`src/rtl/datapath_seq_ctrl.sv`:
```
// datapath_seq_ctrl: Moore sequencer that runs a datapath program of
// LOADX followed by N four-step iterations (STEP1..STEP4), then DONE.
// Emits register-load strobes and mux selects decoded from the state.
// Supports a synchronous abort and counts completed iterations.
module datapath_seq_ctrl #(
    parameter int CNT_W = 4
) (
    input  logic             clk,
    input  logic             reset,
    input  logic             start,
    input  logic             abort,
    input  logic [CNT_W-1:0] n_iter,
    output logic             LX,
    output logic             LS,
    output logic             LH,
    output logic             H,
    output logic [1:0]       M0,
    output logic [1:0]       M1,
    output logic [1:0]       M2,
    output logic             busy,
    output logic             done,
    output logic [CNT_W-1:0] iter_cnt
);

    typedef enum logic [2:0] {
        S_IDLE  = 3'd0,
        S_LOADX = 3'd1,
        S_STEP1 = 3'd2,
        S_STEP2 = 3'd3,
        S_STEP3 = 3'd4,
        S_STEP4 = 3'd5,
        S_DONE  = 3'd6
    } state_e;

    localparam logic [CNT_W-1:0] CNT_ONE = CNT_W'(1);

    state_e           state_q, state_d;
    logic [CNT_W-1:0] iter_cnt_q, iter_cnt_d;
    logic [CNT_W-1:0] n_lat_q, n_lat_d;
    logic [CNT_W-1:0] cnt_inc;

    assign cnt_inc = iter_cnt_q + CNT_ONE;

    // Next-state, iteration counter and latched-count update.
    always_comb begin
        // NOTE: every variable gets a default first so no path leaves it
        // unassigned, which would otherwise infer a latch.
        state_d    = S_IDLE;
        iter_cnt_d = iter_cnt_q;
        n_lat_d    = n_lat_q;
        case (state_q)
            S_IDLE: begin
                if (start && !abort) begin
                    state_d    = S_LOADX;
                    iter_cnt_d = '0;
                    // A requested count of zero runs a single iteration.
                    n_lat_d    = (n_iter == '0) ? CNT_ONE : n_iter;
                end else begin
                    state_d = S_IDLE;
                end
            end
            S_LOADX: state_d = S_STEP1;
            S_STEP1: state_d = S_STEP2;
            S_STEP2: state_d = S_STEP3;
            S_STEP3: state_d = S_STEP4;
            S_STEP4: begin
                iter_cnt_d = cnt_inc;
                state_d    = (cnt_inc < n_lat_q) ? S_STEP1 : S_DONE;
            end
            S_DONE:  state_d = S_IDLE;
            default: state_d = S_IDLE;
        endcase
        // Abort cancels any running program; the count keeps its value.
        if (abort && state_q != S_IDLE) begin
            state_d    = S_IDLE;
            iter_cnt_d = iter_cnt_q;
            n_lat_d    = n_lat_q;
        end
    end

    // State, counter and latched-count registers with synchronous reset.
    always_ff @(posedge clk) begin
        // NOTE: sequential state uses non-blocking assignments so every
        // register samples its pre-edge inputs, independent of block order.
        if (reset) begin
            state_q    <= S_IDLE;
            iter_cnt_q <= '0;
            n_lat_q    <= CNT_ONE;
        end else begin
            state_q    <= state_d;
            iter_cnt_q <= iter_cnt_d;
            n_lat_q    <= n_lat_d;
        end
    end

    // Moore output decode: control word, busy and done from state only.
    always_comb begin
        LX   = 1'b0;
        LS   = 1'b0;
        LH   = 1'b0;
        H    = 1'b0;
        M0   = 2'd0;
        M1   = 2'd0;
        M2   = 2'd0;
        busy = 1'b0;
        done = 1'b0;
        case (state_q)
            S_IDLE: ;
            S_LOADX: begin
                busy = 1'b1;
                LX   = 1'b1;
                M1   = 2'd1;
                LH   = 1'b1;
                H    = 1'b1;
            end
            S_STEP1: begin
                busy = 1'b1;
                M0   = 2'd1;
                M2   = 2'd3;
                LS   = 1'b1;
                H    = 1'b1;
            end
            S_STEP2: begin
                busy = 1'b1;
                M0   = 2'd2;
                LH   = 1'b1;
                H    = 1'b1;
            end
            S_STEP3: begin
                busy = 1'b1;
                M1   = 2'd2;
                M2   = 2'd3;
                LS   = 1'b1;
            end
            S_STEP4: begin
                busy = 1'b1;
                M0   = 2'd3;
                M2   = 2'd2;
                LS   = 1'b1;
            end
            S_DONE: begin
                busy = 1'b1;
                done = 1'b1;
            end
            // Unused encodings present an all-zero word while they recover.
            default: ;
        endcase
    end

    assign iter_cnt = iter_cnt_q;

endmodule

```
`config.mk`:
```
export PLATFORM = sky130hd
export DESIGN_NAME = datapath_seq_ctrl
export DESIGN_NICKNAME = d
export VERILOG_FILES = /design/src/rtl/datapath_seq_ctrl.sv
export SDC_FILE = /design/constraint.sdc
export NUM_CORES = 1
export LEC_CHECK = 0
export CORE_UTILIZATION = 44
export CTS_CLUSTER_DIAMETER = 200
export DETAILED_ROUTE_END_ITERATION = 12
export HOLD_SLACK_MARGIN = 0.02
export PLACE_DENSITY_LB_ADDON = 0.1
export SYNTH_ARGS = -nofsm -noshare
export SYNTH_HDL_FRONTEND = slang
export SYNTH_SLANG_ARGS = --single-unit
```
`constraint.sdc`:
```
create_clock -name clk -period 1.7 [get_ports clk]
set_input_delay 0.34 -clock clk [delete_from_list [all_inputs] [get_ports clk]]
set_output_delay 0.34 -clock clk [all_outputs]
set_load 0.01 [all_outputs]
```
== Word-level counts from Yosys, hierarchy flattened ==
Index checks and enable logic that the tools add are counted.

* Register bits after elaboration: 11

* $add $sub $neg: 1
* Order comparisons: 1
* Eq/ne operators: 7
* Muxes and demuxes: 15
* Bitwise operators: 1
* Reductions and logical operators: 15

{| class="wikitable"
|+ Operators with widths
! kind !! count
|-
| 3-bit one-hot mux with 6 select lines || 1
|-
| 3-bit == test, second input constant || 3
|-
| 4-bit two-way mux || 2
|-
| 2-bit one-hot mux with 2 select lines || 2
|-
| 4-bit one-hot mux with 2 select lines || 1
|-
| 1-bit two-way mux || 7
|-
| 3-bit by 2-bit == test with 1-bit output, second input constant || 2
|-
| 2-bit one-hot mux with 3 select lines || 1
|-
| 3-bit AND reduction || 2
|-
| 2-bit OR reduction || 3
|-
| 3-bit OR reduction || 2
|-
| 6-bit OR reduction || 1
|-
| 4-bit by 1-bit adder with 4-bit output, second input constant || 1
|-
| 4-bit logical NOT || 1
|-
| 4-bit less-than comparator || 1
|-
| 3-bit by 1-bit == test with 1-bit output, second input constant || 1
|-
| 3-bit logical NOT || 1
|-
| 3-bit two-way mux || 1
|-
| 3-bit nonzero test || 1
|-
| 1-bit logical AND || 2
|-
| 2-bit inequality test, second input constant || 1
|-
| 2-bit nonzero test || 1
|-
| 1-bit logical NOT || 1
|-
| 1-bit NOT || 1
|}

== Depth between registers and ports, before layout ==
Gate-level depths: netlist of run 1.

* Depth in word-level cells: 4
* Gate-level depth with buffers: 7

== Worst setup path after synthesis of run 1 ==
No wires, ideal clock.

* Path type: register to register
* Start point: register iter_cnt_q[0], in the netlist iter_cnt[0]
* End point: register state_q[2]
* Library setup time: 91 ps
* Arrival: 1565 ps
* Required time: 1609 ps
* Slack: 45 ps
* Stages on the path, launching flop included: 8
* Clock period less this slack: 1655 ps
* Path through: dfxtp_1 ha_1 nand2b_1 nand2_1 ha_1 o211ai_1 a311o_1 a311oi_1

* Longest elaborated chain between the ends: 4

{| class="wikitable"
|+ RTL lines
! item !! RTL line !! RTL
|-
| start: declaration || 38 || <nowiki>logic [CNT_W-1:0] iter_cnt_q, iter_cnt_d;</nowiki>
|-
| start signal: assignment || 91 || <nowiki>iter_cnt_q <= iter_cnt_d;</nowiki>
|-
| 4-bit by 1-bit adder with 4-bit output || 42 || <nowiki>assign cnt_inc = iter_cnt_q + CNT_ONE;</nowiki>
|-
| 4-bit less-than comparator || 68 || <nowiki>state_d = (cnt_inc < n_lat_q) ? S_STEP1 : S_DONE;</nowiki>
|-
| 3-bit two-way mux || 68 ||
|-
| 3-bit one-hot mux with 6 select lines || 51 || <nowiki>case (state_q)</nowiki>
|-
| end signal: assignment || 90 || <nowiki>state_q <= state_d;</nowiki>
|-
| end: declaration || 37 || <nowiki>state_e state_q, state_d;</nowiki>
|}

Every way passes these cells.
A chain may end at the register's enable or synchronous reset.

== Final worst setup path of run 1 ==
* Start point: register state_q[1]
* End point: output port M1[0]

* Longest elaborated chain between the ends: 2

{| class="wikitable"
|+ RTL lines
! item !! RTL line !! RTL
|-
| 3-bit == test / 3-bit by 1-bit == test with 1-bit output (equally long branches) || 107 || <nowiki>case (state_q)</nowiki>
|-
| 2-bit one-hot mux with 2 select lines * || 107 ||
|-
| end: declaration || 18 || <nowiki>output logic [1:0] M1,</nowiki>
|}

Mark *: on every way between the ends. The rest lies on a longest branch, timed or not.

==> reports/metrics.csv, run 1 <==
metric,value,unit
Iter 0 DRT Violations,13,
cts hold-fix bufs,0,
pre-CTS setup slack,-35.3,ps
Max VDD drop,0.723,mV
DR DRC count,0,
Placed Area,0.00103,mm^2
CP Data Arrival Time,1270,ps
Slew Limit Fails,0,
largest net degree at the start of global routing,10,
flip-flop and latch area,231,um^2
placed insts,130,
initial antenna violation count,0,
CTS Buf Count,3,
largest cells by area after synthesis,"dfxtp_1 30%, ha_1 6.8%, nor3_1 4.1%, o21ai_0 4.1%, inv_1 3.6%",
"most common cell after layout, fill and taps aside",buf_4,
Rows,14,
post-route cell area,0.00106,mm^2
CTS tree,yes,
DR pass1 iterations,4,
critical path buffer and inverter count,2,
die outline width,43.0,um
area of the multi-input gates,457,um^2
nets@finish,132,
vias in the first global route,699,
Setup Crit Path Kind,flop to primary output,
"slowest stage delay, CP",370,ps
GR Util met3,5.11,%
GRT Total Usage,20.3,%
Hold Path Class,flop to flop,
Mapped Cells,87,
Setup WS post-layout,85.7,ps
Avg Inst Size Synth,8.50,um^2
port bufs,23,
"area leader, netlist",dfxtp_1,
GRT met1 Usage,27.0,%
top-area cell type share of the netlist area,29.8,%
vias per cell,5.44,
"Setup violations, final",0,
Rel. slew slack,58.0,%
Peak Freq,619,MHz
routed vias,735,
Post-synth EDFFs,0,
Fillers,138,
IO Pins,24,
"Cell Count, Final, Fillers Out",135,
Mapped Nets,99,
power density over the cells,897,mW/mm^2
RSZ-0062 raised after global routing,yes,
synthesized flop and latch total,11,
slowest CP cell,dfxtp_4,
critical-path cell list,buf_4 > nor3_1 > dlygate4sd2_1,
busiest grt layer,met2,
Hold Fails Final Rpt,0,
clock transition at the registers of the reported paths,70,ps
outcome,"finished, final reports clean",
Worst setup EP type,primary output,
area grow syn2layout,43.7,%
Routed Antenna Nets,0,
fin util,68.9,%
crit path launch type,flop,
sequential fraction of the synthesis area,29.8,%
Slew @ Worst Pin,626,ps
H-tree Lvls,1,
Die Y,43.0,um
P_leak,0.493,nW
period utilisation layout,95.0,%
fraction of layout instances using a drive strength above 1,24.4,%
asr flop ratio synth,0,%
final wirelength,1.55,mm
GRT overflow,0,
Starting Density,48.0,%
full die area,0.00185,mm^2
most frequent cells in the layout,"12 x buf_4, 11 x clkdlybuf4s50_1, 11 x dlygate4sd2_1",
maximum fanout along the worst path,6,
GP Congestion,0.738,
top_reg_cell synth,dfxtp_1,
CP required,1360,ps
Clock Tree Buf Depth,2,
r2r setup slk,90,ps
GRT met2 Usage,33.6,%
wire per inst,11.5,um
cell family with most CP delay,buffers and inverters,
Core ar.,0.00154,mm^2
max cap viols,0,
DPL Wire Length,1.22,mm
CTS Root Cell,clkbuf_4,
clk sink count,11,
clk_lat worst skew,270,ps
antenna cells,0,
first-pass GRT wire length,2.92,mm
fin crit period,1610,ps
Synth warnings,0,
Mapped Area,739,um^2
clock skew,8.24,ps
Yosys cell types,38,
==> report_power, final <==
part / internal, mW / switching (mW) / leakage (nW)
registers: 0.286 / 0.0271 / 0.0923
logic: 0.243 / 0.217 / 0.386
clock network: 0.0909 / 0.0893 / 0.0150
==> logic make-up after synthesis <==
family / Yosys count / share of synthesized area [%]
AOI/OAI and AO/OA: 23 / 21.3
DFF: 11 / 29.8
muxes: 1 / 1.52
adders and majority gates: 4 / 6.77
xor gates and xnor gates: 3 / 3.55
buffers and inverters: 14 / 9.81
and+or+nand+nor: 31 / 27.2
==> synth_stat cells, drive strengths merged (2+ instances only) <==
master  count
nand2       4
nand3       4
nor3        6
a21oi       4
buf         6
nor2        3
inv         7
a22o        2
o21ai       6
nand2b      3
xnor2       2
and2        3
dfxtp      11
ha          4
and3        2
==> worst paths after layout <==
check | start | end | cells past startpoint
setup / recovery | state_q[1] | M1[0] | 3
hold / removal | n_lat_q[3] | n_lat_q[3] | 2
setup reg to reg | iter_cnt[1] | state_q[2] | 7
hold reg to reg | n_lat_q[3] | n_lat_q[3] | 2
==> per-layer routing <==
metal | up-vias | wire [um] | part of all wire [%]
met4 | 0 | 10 | 0.65
met1 | 330 | 731 | 47
met2 | 24 | 728 | 47
met3 | 2 | 75 | 4.9
li1 | 379 | - | -
met5 | - | 0 | 0
==> worst min-delay path, delay by kind of cell (launching register included) <==
kind / cells / cell delay, ps
compound gates: 2 / 130
flops: 1 / 310
==> sequential cells by signal, indices dropped and copies added (netlist names) <==
| name | count |
|---|---|
| iter_cnt | 4 |
| n_lat_q | 4 |
| state_q | 3 |
==> per-stage QoR <==
| stage | TNS [ps] | hold WS (ps) | power, mW |
|---|---|---|---|
| CTS | 0 | 483 | 0.958 |
| floorplan | 0 | 454 | 0.588 |
| global placement | -35.6 | 461 | 0.803 |
| finish | 0 | 481 | 0.953 |
| detailed placement | -82.7 | 472 | 0.811 |
| global route | -52.8 | 516 | 1.03 |
==> layout make-up <==
type                       instances  share of cell area (%)
sequential                        11                    21.8
clock buffer                       4                    2.47
inverter                           7                    2.47
timing repair buffer              35                    28.4
multi-input combinational         62                    43.0
tap                               16                    1.88
==> what timing repair did <==
| item | CTS | global route |
|---|---|---|
| setup buffers | 1 | 0 |
| gates resized for setup | 18 | 6 |
| hold endpoints to repair | 0 | 0 |
| pin swaps | 1 | 1 |
| endpoints found under the setup margin | 12 | 6 |
No activity file was read; power rests on OpenSTA's default activity.
==> run 2: changes to the inputs <==
PLACE_DENSITY_LB_ADDON = 0.12   (was 0.1)
==> run 2 against run 1 <==
Compared with the run above:
- combinational power is 2% lower
- clock skew is 6.6 ps lower
- fmax is 2.4% lower
- clock-buffer cell count stayed put
- non-clock buffer count is 1 lower
- clock power is 2% higher
- final area is 1.6% higher
- critical path type unchanged
- critical endpoint is now busy
- largest power group unchanged
==> reports/metrics.csv, run 2 (synthesis gave the netlist of run 1 again) <==
metric,value,unit,change
die outline width,43.0,um,unchanged
WHS,484,ps,+2.94 ps
DR pass1 iterations,3,,-1
initial antenna violation count,0,,unchanged
Core ar.,0.00154,mm^2,unchanged
Hold Fails Final Rpt,0,,unchanged
Die Y,43.0,um,unchanged
P_leak,0.489,nW,-0.84%
CP Data Arrival Time,1310,ps,+40 ps
P_sw,0.343,mW,+2.8%
Setup WS post-layout,46.8,ps,-38.9 ps
WHS Endpoint,n_lat_q[2],,
most frequent cells in the layout,"12 x dlygate4sd2_1, 11 x clkdlybuf4s50_1, 11 x buf_4",,
cts hold-fix bufs,0,,unchanged
Min-Delay Startpoint,n_lat_q[2],,
area grow syn2layout,46.0,%,
max cap viols,0,,unchanged
Worst setup EP type,primary output,,
clock skew,1.59,ps,-6.65 ps
Placed Area,0.00103,mm^2,unchanged
Int Pwr,0.610,mW,-1.5%
path depth of the worst reg2reg path,7,,unchanged
capturing point of the worst reg2reg path,state_q[2],,
clock transition at the registers of the reported paths,70,ps,about the same
clk sink count,11,,unchanged
crit path launch type,flop,,
Routed Antenna Nets,0,,unchanged
DPL Wire Length,1.30,mm,+6.5%
outcome,"finished, final reports clean",,
H-tree Lvls,1,,unchanged
CTS Root Cell,clkbuf_4,,
nets@finish,131,,-0.76%
wire per inst,12.4,um,+7.8%
GRT Total Usage,21.5,%,+1.1 points
GRT overflow,0,,unchanged
RSZ-0062 raised after global routing,no,,
DR DRC count,0,,unchanged
WHS Path Cells,2,,unchanged
Iter 0 DRT Violations,6,,-7
first-pass GRT wire length,2.93,mm,+0.48%
largest net degree at the start of global routing,9,,-1
Switching Share,36.0,%,+0.98 points
CTS Buf Count,3,,unchanged
Setup Crit Path Kind,flop to primary output,,
CTS tree,yes,,
power density over the cells,883,mW/mm^2,-1.6%
placed insts,130,,unchanged
share of total power in combinational logic,47.5,%,-0.8 points
antenna cells,0,,unchanged
vias in the first global route,691,,-1.1%
Peak Freq,605,MHz,-2.4%
"most common cell after layout, fill and taps aside",dlygate4sd2_1,,
Clock power frac,19.3,%,+0.4 points
register share of total power,33.3,%,+0.5 points
IO Pins,24,,unchanged
Starting Density,48.0,%,unchanged
Slew Limit Fails,0,,unchanged
period utilisation layout,97.2,%,+2.3 points
Clock Tree Buf Depth,2,,unchanged
final wirelength,1.66,mm,+7.1%
maximum fanout along the worst path,6,,unchanged
Rows,14,,unchanged
R2R Path Start,iter_cnt[1],,
"Power, Total",0.953,mW,about the same
Hold Path Class,flop to flop,,
pre-CTS setup slack,-87.5,ps,-52.2 ps
r2r setup slk,100,ps,about the same
vias per cell,5.54,,+1.7%
full die area,0.00185,mm^2,unchanged
routed vias,742,,+0.95%
"Setup violations, final",0,,unchanged
"Cell Count, Final, Fillers Out",134,,-0.74%
fin crit period,1650,ps,+38.9 ps
area of the multi-input gates,477,um^2,+4.4%
CP required,1360,ps,about the same
port bufs,23,,unchanged
Fillers,144,,+4.3%
clk_lat worst skew,270,ps,about the same
Slew @ Worst Pin,649,ps,+22.7 ps
post-route cell area,0.00108,mm^2,+1.6%
fraction of layout instances using a drive strength above 1,25.4,%,+1.1 points
Max VDD drop,0.677,mV,-6.3%
flip-flop and latch area,233,um^2,+0.54%
Rel. slew slack,56.5,%,-1.5 points
GP Congestion,0.762,,+3.3%
## run 2: through the flow
stage / setup TNS [ps] / util, %
after detailed placement: -263 / 66.6
after floorplan: 0 / -
after global placement: -74.3 / 66.6
after CTS: 0 / 68.4
final: 0 / 70.0
after global routing: 0 / 70.0
## run 2: metal layers
layer / GRT usage, % / share of wire [%] / vias up
li1: - / - / 377
met1: 25.5 / 44 / 347
met2: 37.6 / 51 / 16
met3: 3.83 / 2.8 / 2
met4: 9.09 / 1.9 / 0
met5: 0 / 0 / -
## run 2: area by class of cell
class	instances	area share [%]
Sequential cell	11	21.6
Inverter	7	2.43
Timing Repair Buffer	34	27.6
Tap cell	16	1.85
Clock buffer	4	2.43
Multi-Input combinational cell	62	44.1
## run 2: worst max-delay path by stage
| stage | startpoint | to | slack, ps | depth (start not counted) |
|---|---|---|---|---|
| 2_1_floorplan | iter_cnt[0] | state_q[2] | 40 | 7 |
| 3_5_place_dp | start | iter_cnt[0] | -90 | 4 |
| 5_1_grt | state_q[2] | busy | 2 | 4 |
| 4_1_cts | iter_cnt[1] | state_q[2] | 20 | 7 |
| 6_report | state_q[2] | busy | 50 | 4 |
| 3_3_place_gp | start | iter_cnt[0] | -40 | 4 |
## run 2: worst max-delay path, cell delays in order (launching register included)
cell and delay [ps]:
dfxtp_4 370, buf_4 150, and3_1 170, nor2_1 80
dlygate4sd2_1 260
## run 2: power by group through the flow
stage / combinational (mW) / sequential (mW) / clock [mW]
floorplan: 0.282 / 0.307 / 0
global placement: 0.488 / 0.312 / 0
detailed placement: 0.501 / 0.312 / 0
CTS: 0.450 / 0.314 / 0.184
global route: 0.503 / 0.321 / 0.195
finish: 0.453 / 0.317 / 0.184
## run 2: timing repair
item,4_1_cts,5_1_grt
setup buffers,0,0
pin swaps,0,1
setup endpoints to repair,13,5
resized for setup,19,7
==> run 3: changes to the inputs <==
CORE_ASPECT_RATIO = 0.9   (was not set)
==> run 3 against run 2 <==
Compared with the run above:
- total power is 0.77% higher
- combinational power is 4.4% higher
- critical endpoint is now iter_cnt[1]
- final area is 4.1% higher
- final cell count is 6.0% higher
- clock-buffer cell count stayed put
- critical path type unchanged
- via count is 2.3% lower
- core utilization is 4.2 points higher
- global-route usage is 1.2 points lower
- hold slack worse by 12 ps
- first-iteration DRC count grew to 2.5 times the previous value
==> reports/metrics.csv, run 3 (synthesis gave the netlist of run 1 again) <==
metric,value,unit,change
IO Pins,24,,unchanged
GP Congestion,0.747,,-2.0%
r2r setup slk,70,ps,-30 ps
most frequent cells in the layout,"13 x buf_4, 11 x clkdlybuf4s50_1, 11 x dlygate4sd2_1",,
antenna cells,0,,unchanged
clock transition at the registers of the reported paths,70,ps,about the same
Slew Limit Fails,0,,unchanged
fin crit period,1640,ps,-11.5 ps
period utilisation layout,96.6,%,-0.68 points
Hold Path Class,flop to flop,,
die outline width,45.2,um,+5.2%
Rel. slew slack,54.1,%,-2.4 points
Routed Antenna Nets,0,,unchanged
area grow syn2layout,51.9,%,
Starting Density,48.9,%,+0.91 points
full die area,0.00185,mm^2,about the same
GRT overflow,0,,unchanged
CP Launch Point,iter_cnt[1],,
Min-Delay Startpoint,n_lat_q[3],,
Rows,13,,-1
Peak Freq,609,MHz,+0.70%
clk_lat worst skew,270,ps,about the same
maximum fanout along the worst path,3,,-3
outcome,"finished, final reports clean",,
DR DRC count,0,,unchanged
port bufs,23,,unchanged
fraction of layout instances using a drive strength above 1,28.3,%,+2.9 points
Worst setup EP type,primary output,,
H-tree Lvls,1,,unchanged
"Power, Total",0.961,mW,+0.77%
DR pass1 iterations,4,,+1
flip-flop and latch area,238,um^2,+2.2%
DPL Wire Length,1.25,mm,-4.0%
vias in the first global route,619,,-10%
CP required,1360,ps,about the same
Die Y,40.9,um,-4.9%
WHS Path Cells,2,,unchanged
"most common cell after layout, fill and taps aside",buf_4,,
path depth of the worst reg2reg path,7,,unchanged
clk sink count,11,,unchanged
R2R Path Start,iter_cnt[0],,
"Setup violations, final",0,,unchanged
CTS tree,yes,,
CP Data Arrival Time,1300,ps,about the same
wire per inst,12.1,um,-1.9%
capturing point of the worst reg2reg path,state_q[2],,
initial antenna violation count,0,,unchanged
CTS Root Cell,clkbuf_4,,
WHS Endpoint,n_lat_q[3],,
Setup TNS,0,ps,unchanged
Hold Fails Final Rpt,0,,unchanged
area of the multi-input gates,492,um^2,+3.1%
Iter 0 DRT Violations,15,,+9
power density over the cells,855,mW/mm^2,-3.2%
RSZ-0062 raised after global routing,yes,,
largest net degree at the start of global routing,10,,+1
max cap viols,0,,unchanged
P_leak,0.499,nW,+2.1%
final wirelength,1.72,mm,+4.0%
Max VDD drop,0.784,mV,+16%
vias per cell,5.11,,-7.8%
Fillers,126,,-13%
CTS Buf Count,3,,unchanged
Core ar.,0.00151,mm^2,-1.9%
nets@finish,133,,+1.5%
Clock Tree Buf Depth,2,,unchanged
Slew @ Worst Pin,685,ps,+35.7 ps
crit path launch type,flop,,
clock skew,4.42,ps,+2.83 ps
routed vias,725,,-2.3%
GRT Total Usage,20.2,%,-1.2 points
first-pass GRT wire length,2.57,mm,-12%
Setup Crit Path Kind,flop to primary output,,
run 3: metal layers:
layer | vias up | routed length [um] | GRT usage, %
met1 | 318 | 788 | 24.1
met2 | 23 | 830 | 35.1
met3 | 4 | 79 | 6.61
met5 | - | 0 | 0
li1 | 380 | - | -
met4 | 0 | 22 | 6.06
run 3: through the flow:
stage	hold slack (ps)	util (%)	worst slack (ps)	instance area (um^2)	instances
after global routing	503	74.3	-44.9	1120	142
final	473	74.3	58.3	1120	142
after CTS	476	70.6	10.5	1070	141
after detailed placement	467	67.8	-59.7	1030	135
after floorplan	454	-	44.5	739	87
after global placement	466	67.8	-55.3	1030	135
run 3: how the worst max path moves through the flow:
stage                   to  depth (start not counted)
2_1_floorplan   state_q[2]                          7
3_3_place_gp   iter_cnt[0]                          4
3_5_place_dp   iter_cnt[0]                          4
4_1_cts         state_q[2]                          7
5_1_grt         state_q[2]                          6
6_report       iter_cnt[1]                          2
run 3: worst max-delay path, stage by stage, from the launching register on:
cell and delay, ps:
dfxtp_2 360, buf_4 120, clkdlybuf4s50_1 550
run 3: timing repair:
item                                    in CTS  in global routing
hold buffers                                 0                  0
pin swaps                                    1                  4
setup buffers                                2                  1
endpoints found under the setup margin      12                  6
resized for setup                           18                 13
run 3: power by group:
group          total, mW  internal (mW)  switching [mW]
Clock              0.175         0.0908          0.0846
Combinational      0.473          0.252           0.221
Sequential         0.313          0.283          0.0298
Total              0.961          0.626           0.335
run 3: cell type report:
| type | instances | area share, % |
|---|---|---|
| Inverter | 7 | 2.34 |
| Timing Repair Buffer | 36 | 28.0 |
| Multi-Input combinational cell | 62 | 43.8 |
| Sequential cell | 11 | 21.2 |
| Clock buffer | 4 | 2.34 |
| Tap cell | 22 | 2.45 |
